$ cat src/rtl/ccip_if_pkg.sv
// Subset of the CCI-P interface types used by the MMIO CSR bridge.
package ccip_if_pkg;
  typedef logic [15:0]  t_ccip_mmioAddr;
  typedef logic [8:0]   t_ccip_tid;
  typedef logic [511:0] t_ccip_clData;
  typedef logic [63:0]  t_ccip_mmioData;

  typedef struct packed {
    logic [1:0]  vc_used;
    logic        rsvd1;
    logic        hit_miss;
    logic [1:0]  rsvd0;
    logic [1:0]  cl_num;
    logic [3:0]  resp_type;
    logic [15:0] mdata;
  } t_ccip_c0_RspMemHdr;

  typedef struct packed {
    t_ccip_mmioAddr address;
    logic [1:0]     length;
    logic           rsvd;
    t_ccip_tid      tid;
  } t_ccip_c0_ReqMmioHdr;

  typedef struct packed {
    t_ccip_tid tid;
  } t_ccip_c2_RspMmioHdr;

  typedef struct packed {
    t_ccip_c0_RspMemHdr hdr;
    t_ccip_clData       data;
    logic               rspValid;
    logic               mmioRdValid;
    logic               mmioWrValid;
  } t_if_ccip_c0_Rx;

  typedef struct packed {
    t_ccip_c2_RspMmioHdr hdr;
    logic                mmioRdValid;
    t_ccip_mmioData      data;
  } t_if_ccip_c2_Tx;
endpackage

$ cat src/rtl/ccip_mmio_csr_bridge_pkg.sv
// Shared types for the MMIO-to-CSR bridge: read queue entry, read FSM states.
package ccip_csr_bridge_pkg;
  import ccip_if_pkg::*;

  localparam logic [63:0] TIMEOUT_DATA = 64'hFFFF_FFFF_FFFF_FFFF;

  typedef struct packed {
    t_ccip_tid      tid;
    t_ccip_mmioAddr addr;
    logic [1:0]     len;
  } t_mmio_rd_entry;

  typedef enum logic [1:0] {IDLE, ISSUE, WAIT, RESP} t_rd_state;

  // Only length 2'b00 is a 4B read; 64B lengths are answered as 8B.
  function automatic logic [63:0] rd_data_sel(t_mmio_rd_entry e, logic [63:0] d);
    if (e.len != 2'b00) return d;
    return e.addr[0] ? {32'h0, d[63:32]} : {32'h0, d[31:0]};
  endfunction
endpackage

$ cat src/rtl/ccip_mmio_csr_bridge_if.sv
// AFU-side CSR bus: fire-and-forget writes, ready/valid reads with a data strobe.
interface ccip_mmio_csr_bridge_if;
  logic        csr_wr_valid;
  logic [15:0] csr_wr_addr;
  logic [63:0] csr_wr_data;
  logic        csr_wr_is8b;
  logic        csr_rd_valid;
  logic [15:0] csr_rd_addr;
  logic        csr_rd_ready;
  logic        csr_rd_rsp_valid;
  logic [63:0] csr_rd_rsp_data;

  modport master (
    output csr_wr_valid, csr_wr_addr, csr_wr_data, csr_wr_is8b,
    output csr_rd_valid, csr_rd_addr,
    input  csr_rd_ready, csr_rd_rsp_valid, csr_rd_rsp_data
  );
  modport slave (
    input  csr_wr_valid, csr_wr_addr, csr_wr_data, csr_wr_is8b,
    input  csr_rd_valid, csr_rd_addr,
    output csr_rd_ready, csr_rd_rsp_valid, csr_rd_rsp_data
  );
endinterface

$ cat src/rtl/ccip_mmio_csr_bridge_rd_fifo.sv
// In-order queue of outstanding MMIO reads; a push into a full queue is
// accepted when the head is popped in the same cycle.
module ccip_mmio_rd_fifo
  import ccip_csr_bridge_pkg::*;
#(
  parameter int DEPTH = 4
) (
  input  logic           clk,
  input  logic           rst,
  input  logic           push_i,
  input  t_mmio_rd_entry din_i,
  input  logic           pop_i,
  output t_mmio_rd_entry head_o,
  output logic           full_o,
  output logic           empty_o
);
  localparam int AW = $clog2(DEPTH);

  t_mmio_rd_entry mem_q [DEPTH];
  logic [AW:0]    wp_q, rp_q;
  logic           wr_en, rd_en;

  assign empty_o = (wp_q == rp_q);
  assign full_o  = (wp_q[AW] != rp_q[AW]) && (wp_q[AW-1:0] == rp_q[AW-1:0]);
  assign wr_en   = push_i && (!full_o || pop_i);
  assign rd_en   = pop_i && !empty_o;
  assign head_o  = mem_q[rp_q[AW-1:0]];

  always_ff @(posedge clk or posedge rst) begin
    if (rst) begin
      wp_q <= '0;
      rp_q <= '0;
    end else begin
      if (wr_en) wp_q <= wp_q + 1'b1;
      if (rd_en) rp_q <= rp_q + 1'b1;
    end
  end

  always_ff @(posedge clk) begin
    if (wr_en) mem_q[wp_q[AW-1:0]] <= din_i;
  end
endmodule

$ cat src/rtl/ccip_mmio_csr_bridge.sv
// CCI-P MMIO to AFU CSR bridge: registered c0 input, in-order read queue,
// read FSM with a WAIT timeout so the host always gets a c2 response.
module ccip_mmio_csr_bridge
  import ccip_if_pkg::*;
#(
  parameter int          RD_FIFO_DEPTH = 4,
  parameter int          RD_TIMEOUT    = 512,
  parameter logic [63:0] TIMEOUT_DATA  = ccip_csr_bridge_pkg::TIMEOUT_DATA
) (
  input  logic                           pClk,
  input  logic                           pck_cp2af_softReset,
  input  t_if_ccip_c0_Rx                 c0_rx,
  output t_if_ccip_c2_Tx                 c2_tx,
  ccip_mmio_csr_bridge_if.master         csr,
  output logic                           err_rd_overflow,
  output logic                           err_timeout,
  output logic                           err_bad_len
);
  import ccip_csr_bridge_pkg::t_mmio_rd_entry;
  import ccip_csr_bridge_pkg::t_rd_state;
  import ccip_csr_bridge_pkg::IDLE;
  import ccip_csr_bridge_pkg::ISSUE;
  import ccip_csr_bridge_pkg::WAIT;
  import ccip_csr_bridge_pkg::RESP;
  import ccip_csr_bridge_pkg::rd_data_sel;

  localparam int TW = $clog2(RD_TIMEOUT) + 1;

  t_ccip_c0_ReqMmioHdr req_hdr;
  assign req_hdr = t_ccip_c0_ReqMmioHdr'(c0_rx.hdr);

  logic unused_c0;
  assign unused_c0 = ^{c0_rx.data[511:64], c0_rx.rspValid, req_hdr.rsvd};

  // Input stage: write strobe and read push are both one cycle after c0
  logic           wr_vld_q, wr_is8b_q;
  t_ccip_mmioAddr wr_addr_q;
  logic [63:0]    wr_data_q;
  logic           push_q;
  t_mmio_rd_entry push_ent_q;
  logic           err_bad_len_q, err_ovf_q;

  t_mmio_rd_entry head;
  logic           full, empty, pop;

  always_ff @(posedge pClk or posedge pck_cp2af_softReset) begin
    if (pck_cp2af_softReset) begin
      wr_vld_q      <= 1'b0;
      wr_is8b_q     <= 1'b0;
      wr_addr_q     <= '0;
      wr_data_q     <= '0;
      push_q        <= 1'b0;
      push_ent_q    <= '0;
      err_bad_len_q <= 1'b0;
      err_ovf_q     <= 1'b0;
    end else begin
      wr_vld_q <= c0_rx.mmioWrValid && !req_hdr.length[1];
      if (c0_rx.mmioWrValid) begin
        wr_addr_q <= req_hdr.address;
        wr_data_q <= c0_rx.data[63:0];
        wr_is8b_q <= req_hdr.length[0];
      end
      push_q <= c0_rx.mmioRdValid;
      if (c0_rx.mmioRdValid)
        push_ent_q <= '{tid: req_hdr.tid, addr: req_hdr.address, len: req_hdr.length};
      if ((c0_rx.mmioRdValid || c0_rx.mmioWrValid) && req_hdr.length[1])
        err_bad_len_q <= 1'b1;
      if (push_q && full && !pop)
        err_ovf_q <= 1'b1;
    end
  end

  ccip_mmio_rd_fifo #(.DEPTH(RD_FIFO_DEPTH)) u_rd_fifo (
    .clk     (pClk),
    .rst     (pck_cp2af_softReset),
    .push_i  (push_q),
    .din_i   (push_ent_q),
    .pop_i   (pop),
    .head_o  (head),
    .full_o  (full),
    .empty_o (empty)
  );

  t_rd_state      state_q;
  t_mmio_rd_entry cur_q;
  logic           rd_vld_q;
  logic [TW-1:0]  timer_q;
  logic           c2_vld_q;
  t_ccip_tid      c2_tid_q;
  logic [63:0]    c2_data_q;
  logic           err_to_q;

  // Head stays queued until its response goes out, so DEPTH counts the in-flight read
  assign pop = (state_q == RESP);

  always_ff @(posedge pClk or posedge pck_cp2af_softReset) begin
    if (pck_cp2af_softReset) begin
      state_q   <= IDLE;
      cur_q     <= '0;
      rd_vld_q  <= 1'b0;
      timer_q   <= '0;
      c2_vld_q  <= 1'b0;
      c2_tid_q  <= '0;
      c2_data_q <= '0;
      err_to_q  <= 1'b0;
    end else begin
      case (state_q)
        IDLE: if (!empty) begin
          cur_q    <= head;
          rd_vld_q <= 1'b1;
          state_q  <= ISSUE;
        end
        ISSUE: if (csr.csr_rd_ready) begin
          rd_vld_q <= 1'b0;
          timer_q  <= '0;
          state_q  <= WAIT;
        end
        WAIT: begin
          if (csr.csr_rd_rsp_valid) begin
            c2_vld_q  <= 1'b1;
            c2_tid_q  <= cur_q.tid;
            c2_data_q <= rd_data_sel(cur_q, csr.csr_rd_rsp_data);
            state_q   <= RESP;
          end else if (timer_q == TW'(RD_TIMEOUT - 1)) begin
            c2_vld_q  <= 1'b1;
            c2_tid_q  <= cur_q.tid;
            c2_data_q <= TIMEOUT_DATA;
            err_to_q  <= 1'b1;
            state_q   <= RESP;
          end else begin
            timer_q <= timer_q + 1'b1;
          end
        end
        RESP: begin
          c2_vld_q  <= 1'b0;
          c2_tid_q  <= '0;
          c2_data_q <= '0;
          state_q   <= IDLE;
        end
        default: state_q <= IDLE;
      endcase
    end
  end

  assign c2_tx = '{hdr: '{tid: c2_tid_q}, mmioRdValid: c2_vld_q, data: c2_data_q};

  assign csr.csr_wr_valid = wr_vld_q;
  assign csr.csr_wr_addr  = wr_addr_q;
  assign csr.csr_wr_data  = wr_data_q;
  assign csr.csr_wr_is8b  = wr_is8b_q;
  assign csr.csr_rd_valid = rd_vld_q;
  assign csr.csr_rd_addr  = {cur_q.addr[15:1], 1'b0};

  assign err_rd_overflow = err_ovf_q;
  assign err_timeout     = err_to_q;
  assign err_bad_len     = err_bad_len_q;
endmodule

$ cat src/flat_wrapper.sv
// flat-port wrapper written by rule: the top's interface ports become plain ports
module ccip_mmio_csr_bridge_flat import ccip_if_pkg::*; import ccip_csr_bridge_pkg::t_mmio_rd_entry; import ccip_csr_bridge_pkg::t_rd_state; import ccip_csr_bridge_pkg::IDLE; import ccip_csr_bridge_pkg::ISSUE; import ccip_csr_bridge_pkg::WAIT; import ccip_csr_bridge_pkg::RESP; import ccip_csr_bridge_pkg::rd_data_sel;
#(
  parameter int          RD_FIFO_DEPTH = 4,
  parameter int          RD_TIMEOUT    = 512,
  parameter logic [63:0] TIMEOUT_DATA  = ccip_csr_bridge_pkg::TIMEOUT_DATA
)
  (pClk, pck_cp2af_softReset, c0_rx, c2_tx, err_rd_overflow, err_timeout, err_bad_len, csr_csr_wr_valid, csr_csr_wr_addr, csr_csr_wr_data, csr_csr_wr_is8b, csr_csr_rd_valid, csr_csr_rd_addr, csr_csr_rd_ready, csr_csr_rd_rsp_valid, csr_csr_rd_rsp_data);
  ccip_mmio_csr_bridge_if csr_i ();
  input  logic pClk;
  input  logic pck_cp2af_softReset;
  input  t_if_ccip_c0_Rx c0_rx;
  output t_if_ccip_c2_Tx c2_tx;
  output logic err_rd_overflow;
  output logic err_timeout;
  output logic err_bad_len;
  output wire logic [$bits(csr_i.csr_wr_valid)-1:0] csr_csr_wr_valid;
  output wire logic [$bits(csr_i.csr_wr_addr)-1:0] csr_csr_wr_addr;
  output wire logic [$bits(csr_i.csr_wr_data)-1:0] csr_csr_wr_data;
  output wire logic [$bits(csr_i.csr_wr_is8b)-1:0] csr_csr_wr_is8b;
  output wire logic [$bits(csr_i.csr_rd_valid)-1:0] csr_csr_rd_valid;
  output wire logic [$bits(csr_i.csr_rd_addr)-1:0] csr_csr_rd_addr;
  input wire logic [$bits(csr_i.csr_rd_ready)-1:0] csr_csr_rd_ready;
  input wire logic [$bits(csr_i.csr_rd_rsp_valid)-1:0] csr_csr_rd_rsp_valid;
  input wire logic [$bits(csr_i.csr_rd_rsp_data)-1:0] csr_csr_rd_rsp_data;
  assign csr_csr_wr_valid = csr_i.csr_wr_valid;
  assign csr_csr_wr_addr = csr_i.csr_wr_addr;
  assign csr_csr_wr_data = csr_i.csr_wr_data;
  assign csr_csr_wr_is8b = csr_i.csr_wr_is8b;
  assign csr_csr_rd_valid = csr_i.csr_rd_valid;
  assign csr_csr_rd_addr = csr_i.csr_rd_addr;
  assign csr_i.csr_rd_ready = csr_csr_rd_ready;
  assign csr_i.csr_rd_rsp_valid = csr_csr_rd_rsp_valid;
  assign csr_i.csr_rd_rsp_data = csr_csr_rd_rsp_data;
  ccip_mmio_csr_bridge #(.RD_FIFO_DEPTH(RD_FIFO_DEPTH), .RD_TIMEOUT(RD_TIMEOUT), .TIMEOUT_DATA(TIMEOUT_DATA)) u_core (.pClk(pClk), .pck_cp2af_softReset(pck_cp2af_softReset), .c0_rx(c0_rx), .c2_tx(c2_tx), .csr(csr_i), .err_rd_overflow(err_rd_overflow), .err_timeout(err_timeout), .err_bad_len(err_bad_len));
endmodule
$ cat config.mk
export PLATFORM = sky130hd
export DESIGN_NAME = ccip_mmio_csr_bridge_flat
export DESIGN_NICKNAME = d
export VERILOG_FILES = /design/src/rtl/ccip_if_pkg.sv /design/src/rtl/ccip_mmio_csr_bridge_pkg.sv /design/src/rtl/ccip_mmio_csr_bridge_if.sv /design/src/rtl/ccip_mmio_csr_bridge_rd_fifo.sv /design/src/rtl/ccip_mmio_csr_bridge.sv /design/src/flat_wrapper.sv
export SDC_FILE = /design/constraint.sdc
export NUM_CORES = 1
export LEC_CHECK = 0
export ABC_AREA = 1
export ABC_CLOCK_PERIOD_IN_PS = 24600
export CAP_MARGIN = 10
export CORE_AREA = 2 2 305 307
export CTS_BUF_LIST = sky130_fd_sc_hd__clkbuf_8
export CTS_CLUSTER_DIAMETER = 60
export DETAILED_ROUTE_END_ITERATION = 16
export DIE_AREA = 0 0 307 309
export GPL_TIMING_DRIVEN = 0
export PLACE_DENSITY_LB_ADDON = 0.1
export SETUP_SLACK_MARGIN = 0.1
export SLEW_MARGIN = 20
export SYNTH_ARGS = -nofsm -noshare
export SYNTH_HDL_FRONTEND = slang
export SYNTH_SLANG_ARGS = --single-unit
$ cat constraint.sdc
create_clock -name pClk -period 24.6 [get_ports pClk]
set_clock_uncertainty 0.2 [all_clocks]
set_input_delay 4.92 -clock pClk [delete_from_list [all_inputs] [get_ports pClk]]
set_output_delay 4.92 -clock pClk [all_outputs]
set_load 0.05 [all_outputs]
==> summary.md <==
| Metric | Value |
|---|---|
| Type of destination of the critical path | `output port` |
| First-pass GRT wire length | `83,300 µm` |
| Layout cell share with drive strength beyond 1 | `0.100` |
| Final net count | `2,491` |
| Total wire length | `56,600 µm` |
| Number of nets with antenna violations after detailed routing | `0` |
| Highest attainable clock frequency | `139 MHz` |
| Number of cells produced by synthesis | `1,452` |
| Worst slew pin tran | `0.777 ns` |
| Max-capacitance violation count | `0` |
| Critical path startpoint | `u_core.csr.csr_wr_data[36]` |
| Summed instance area of the synthesized netlist | `0.0141 mm²` |
| Setup repair after global routing missed its margin | `no` |
| Sum Neg Setup Slack | `0 ns` |
| Peak supply drop | `38.5 µV` |
| Fraction of the yosys area taken by sequential cells | `0.644` |
| Number of optimization iterations in the first detailed-route pass | `4` |
| Static leakage | `8.82 nW` |
| Power per Cell Area | `127 mW/mm²` |
| Post-synthesis cell type count | `33` |
| Synthesized netlist net count | `2,073` |
| Number of flops mapped to enable cells by yosys | `108` |
| Grt ovf | `0` |
| Top_reg_cell synth | `sky130_fd_sc_hd__dfrtp_1` |
| Number of placement rows | `111` |
| Arrival time worst endpoint | `2.06 ns` |
| Final design utilization | `0.226` |
| Bufs on Longest Clock Path | `3` |
| CTS clk-pin slew, worst paths | `0.06 ns` |
| Final weighted congestion in routability-driven placement | `0.764` |
| Area added between synthesis and finish | `46.5%` |
| Clock period minus final worst setup slack | `7.18 ns` |
| Kind of cell adding the most delay to the critical path | `buffers and inverters` |
| Die width | `307 µm` |
| CTS tree | `yes` |
| Finish-stage setup viols | `0` |
| Final instance area | `0.0206 mm²` |
| Worst-path fanout max | `2` |
| Setup Crit Path Kind | `flip-flop to output port` |
| Outcome | `complete, no violations` |
| Number of global-route vias before repair | `12,267` |
| Critical hold path startpoint | `u_core.csr.csr_wr_data[7]` |
| Pin count of the biggest net entering global routing | `80` |
| DR DRC count | `0` |
| Buffering stage count on the worst path with inverters included | `1` |
| Initial Utilization | `0.154` |
| Max incr delay on CP | `0.90 ns` |
| Async set or reset register ratio after synthesis | `0.683` |
| YS warnings | `0` |
| # H-tree levels | `3` |
| Port Buffer Count | `335` |
| Root cell of the clock tree | `sky130_fd_sc_hd__clkbuf_8` |
| Cell breakdown of the critical path | `clkdlybuf4s50_1` |
| Min-Delay Path Class | `flip-flop to flip-flop` |
| Average cell area after synthesis | `9.70 µm²` |
| Vertical die dimension | `309 µm` |
| Worst slew slack as a fraction of its limit | `0.481` |
| Final-report max-slew violation count | `0` |
| Vias | `11,450` |
| Detailed-route vias per instance | `3.68` |
| Count of endpoints failing hold in the final timing report | `0` |
| Period Utilization, post-route | `0.292` |
| DR iter-0 viols | `539` |
| Placement Cell Area | `0.0192 mm²` |
| Total number of clock tree sinks | `341` |
| Clock latency on the worst-skew pair | `0.64 ns` |
| Antenna violations before repair | `16` |
| Detailed placement HPWL | `42,200 µm` |
| Average wire per cell in the routed design | `18.2 µm` |
| FF-to-FF Start | `u_core.state_q[1]` |
| Placeable core region | `0.0914 mm²` |
| Number of buffers inserted for hold repair after clock tree synthesis | `0` |
| Required @ worst endpoint | `19.48 ns` |
| Flop and latch count out of synthesis | `341` |
| Global routing usage summed across all routing layers | `0.119` |
| Number of buffers created by CTS | `73` |
| Post-CTS setup buffer count | `0` |
| Post-CTS sizing | `0` |
| Top-level I/O count | `787` |
| Die ar. | `0.0949 mm²` |
| CP max-delay cell | `sky130_fd_sc_hd__clkdlybuf4s50_1` |
| Critical path launch point type | `flip-flop` |
-- per-layer routing --
layer	GRT usage	wire, µm	vias up
li1	-	-	5548
met1	0.131	22000	5358
met2	0.197	26200	433
met3	0.0660	7180	95
met4	0.0340	1060	16
met5	0	102	-
-- cell type report --
class | count | area [µm²]
sequential | 341 | 9070
tap | 1186 | 1480
buffer | 94 | 490
multi-input combinational | 962 | 4350
fill | 9937 | 70700
antenna | 4 | 10.0
timing repair buffer | 343 | 3550
clock inverter | 38 | 231
clock buffer | 90 | 1240
inverter | 55 | 214
-- worst register-to-register path: stages (launching register included) --
cell and delay (ns):
sky130_fd_sc_hd__dfrtp_1 0.39, sky130_fd_sc_hd__ha_1 0.48, sky130_fd_sc_hd__nor2_1 0.10, sky130_fd_sc_hd__nand3_1 0.16, sky130_fd_sc_hd__nand2_1 0.33, sky130_fd_sc_hd__nor2_4 0.58, sky130_fd_sc_hd__buf_16 0.24
-- logic make-up (layout without fill, tap and decap cells) --
kind of cell,after synthesis,in the layout,synth area share
mux,26,26,0.0208
fa+ha+maj,10,10,0.00888
xor+xnor,6,6,0.00373
compound gates,202,202,0.0747
simple gates,717,717,0.198
buf+inv,149,620,0.0495
flops,341,341,0.644
other cells,1,5,0.000266
-- per-stage QoR --
step,total power [mW],worst slack (ns),cells,hold slack [ns]
detailed placement,2.05,17.25,2981,0.261
floorplan,1.57,13.09,1452,0.243
global placement,2.03,8.41,2973,0.254
global route,2.83,17.32,3111,0.300
CTS,2.70,17.28,3109,0.276
finish,2.63,17.42,3113,0.268
-- Yosys cell counts (17+ instances only) --
cell	instances	area [µm²]
sky130_fd_sc_hd__a21oi_1	56	280
sky130_fd_sc_hd__buf_2	17	85.1
sky130_fd_sc_hd__buf_4	17	128
sky130_fd_sc_hd__clkbuf_1	49	184
sky130_fd_sc_hd__dfrtp_1	233	5830
sky130_fd_sc_hd__edfxtp_1	108	3240
sky130_fd_sc_hd__inv_1	52	195
sky130_fd_sc_hd__mux2_2	26	293
sky130_fd_sc_hd__nand2_1	547	2050
sky130_fd_sc_hd__nand3_1	22	110
sky130_fd_sc_hd__nor2_1	131	492
sky130_fd_sc_hd__o21ai_0	109	546
sky130_fd_sc_hd__o22ai_1	27	169
-- state kept, by name, indices dropped and copies added, names as in the netlist, 2 cells and up --
signal,flops
u_core.csr.csr_wr_addr,16
u_core.u_rd_fifo.mem_q,108
u_core.c2_data_q,64
u_core.cur_q,12
u_core.u_rd_fifo.wp_q,3
u_core.csr.csr_wr_data,64
u_core.c2_tid_q,9
u_core.timer_q,10
u_core.u_rd_fifo.rp_q,3
u_core.state_q,2
u_core.push_ent_q,27
u_core.csr.csr_rd_addr,15
-- power breakdown --
part | leakage [nW] | switching, mW | total [mW] | internal, mW
logic | 4.20 | 0.810 | 1.18 | 0.371
registers | 3.79 | 0.0778 | 0.827 | 0.749
clock network | 0.829 | 0.273 | 0.623 | 0.350
total | 8.82 | 1.16 | 2.63 | 1.47
-- path summary, 6_finish.rpt --
check,endpoint,slack (ns),cells past startpoint
worst max-delay path,csr_csr_wr_data[36],17.42,1
worst min-delay path,u_core.csr.csr_wr_data[7],0.27,2
worst max register to register,u_core.u_rd_fifo.mem_q[2][15],21.79,6
worst min register to register,u_core.csr.csr_wr_data[7],0.27,2
max in group asynchronous,u_core.c2_data_q[44],18.58,4
min in group asynchronous,u_core.csr.csr_wr_data[3],4.48,2
-- cell usage in the layout, fill, tap and decap left out, drive strengths merged --
cell type | netlist | layout
conb | 1 | 1
ha | 10 | 10
buf | 45 | 53
o22ai | 27 | 27
nand3b | 1 | 1
diode | 0 | 4
nand4 | 4 | 4
clkinv | 2 | 12
a21oi | 56 | 56
nor2 | 135 | 135
clkdlybuf4s50 | 0 | 335
bufinv | 0 | 2
dfrtp | 233 | 233
nand2 | 552 | 552
clkinvlp | 0 | 3
clkbuf | 49 | 139
o21ai | 116 | 116
mux2 | 26 | 26
or2 | 1 | 1
inv | 53 | 76
o21bai | 2 | 2
edfxtp | 108 | 108
xnor2 | 3 | 3
o21a | 1 | 1
nand3 | 23 | 23
nor3b | 1 | 1
xor2 | 3 | 3
(Power assumes the default switching activity.)
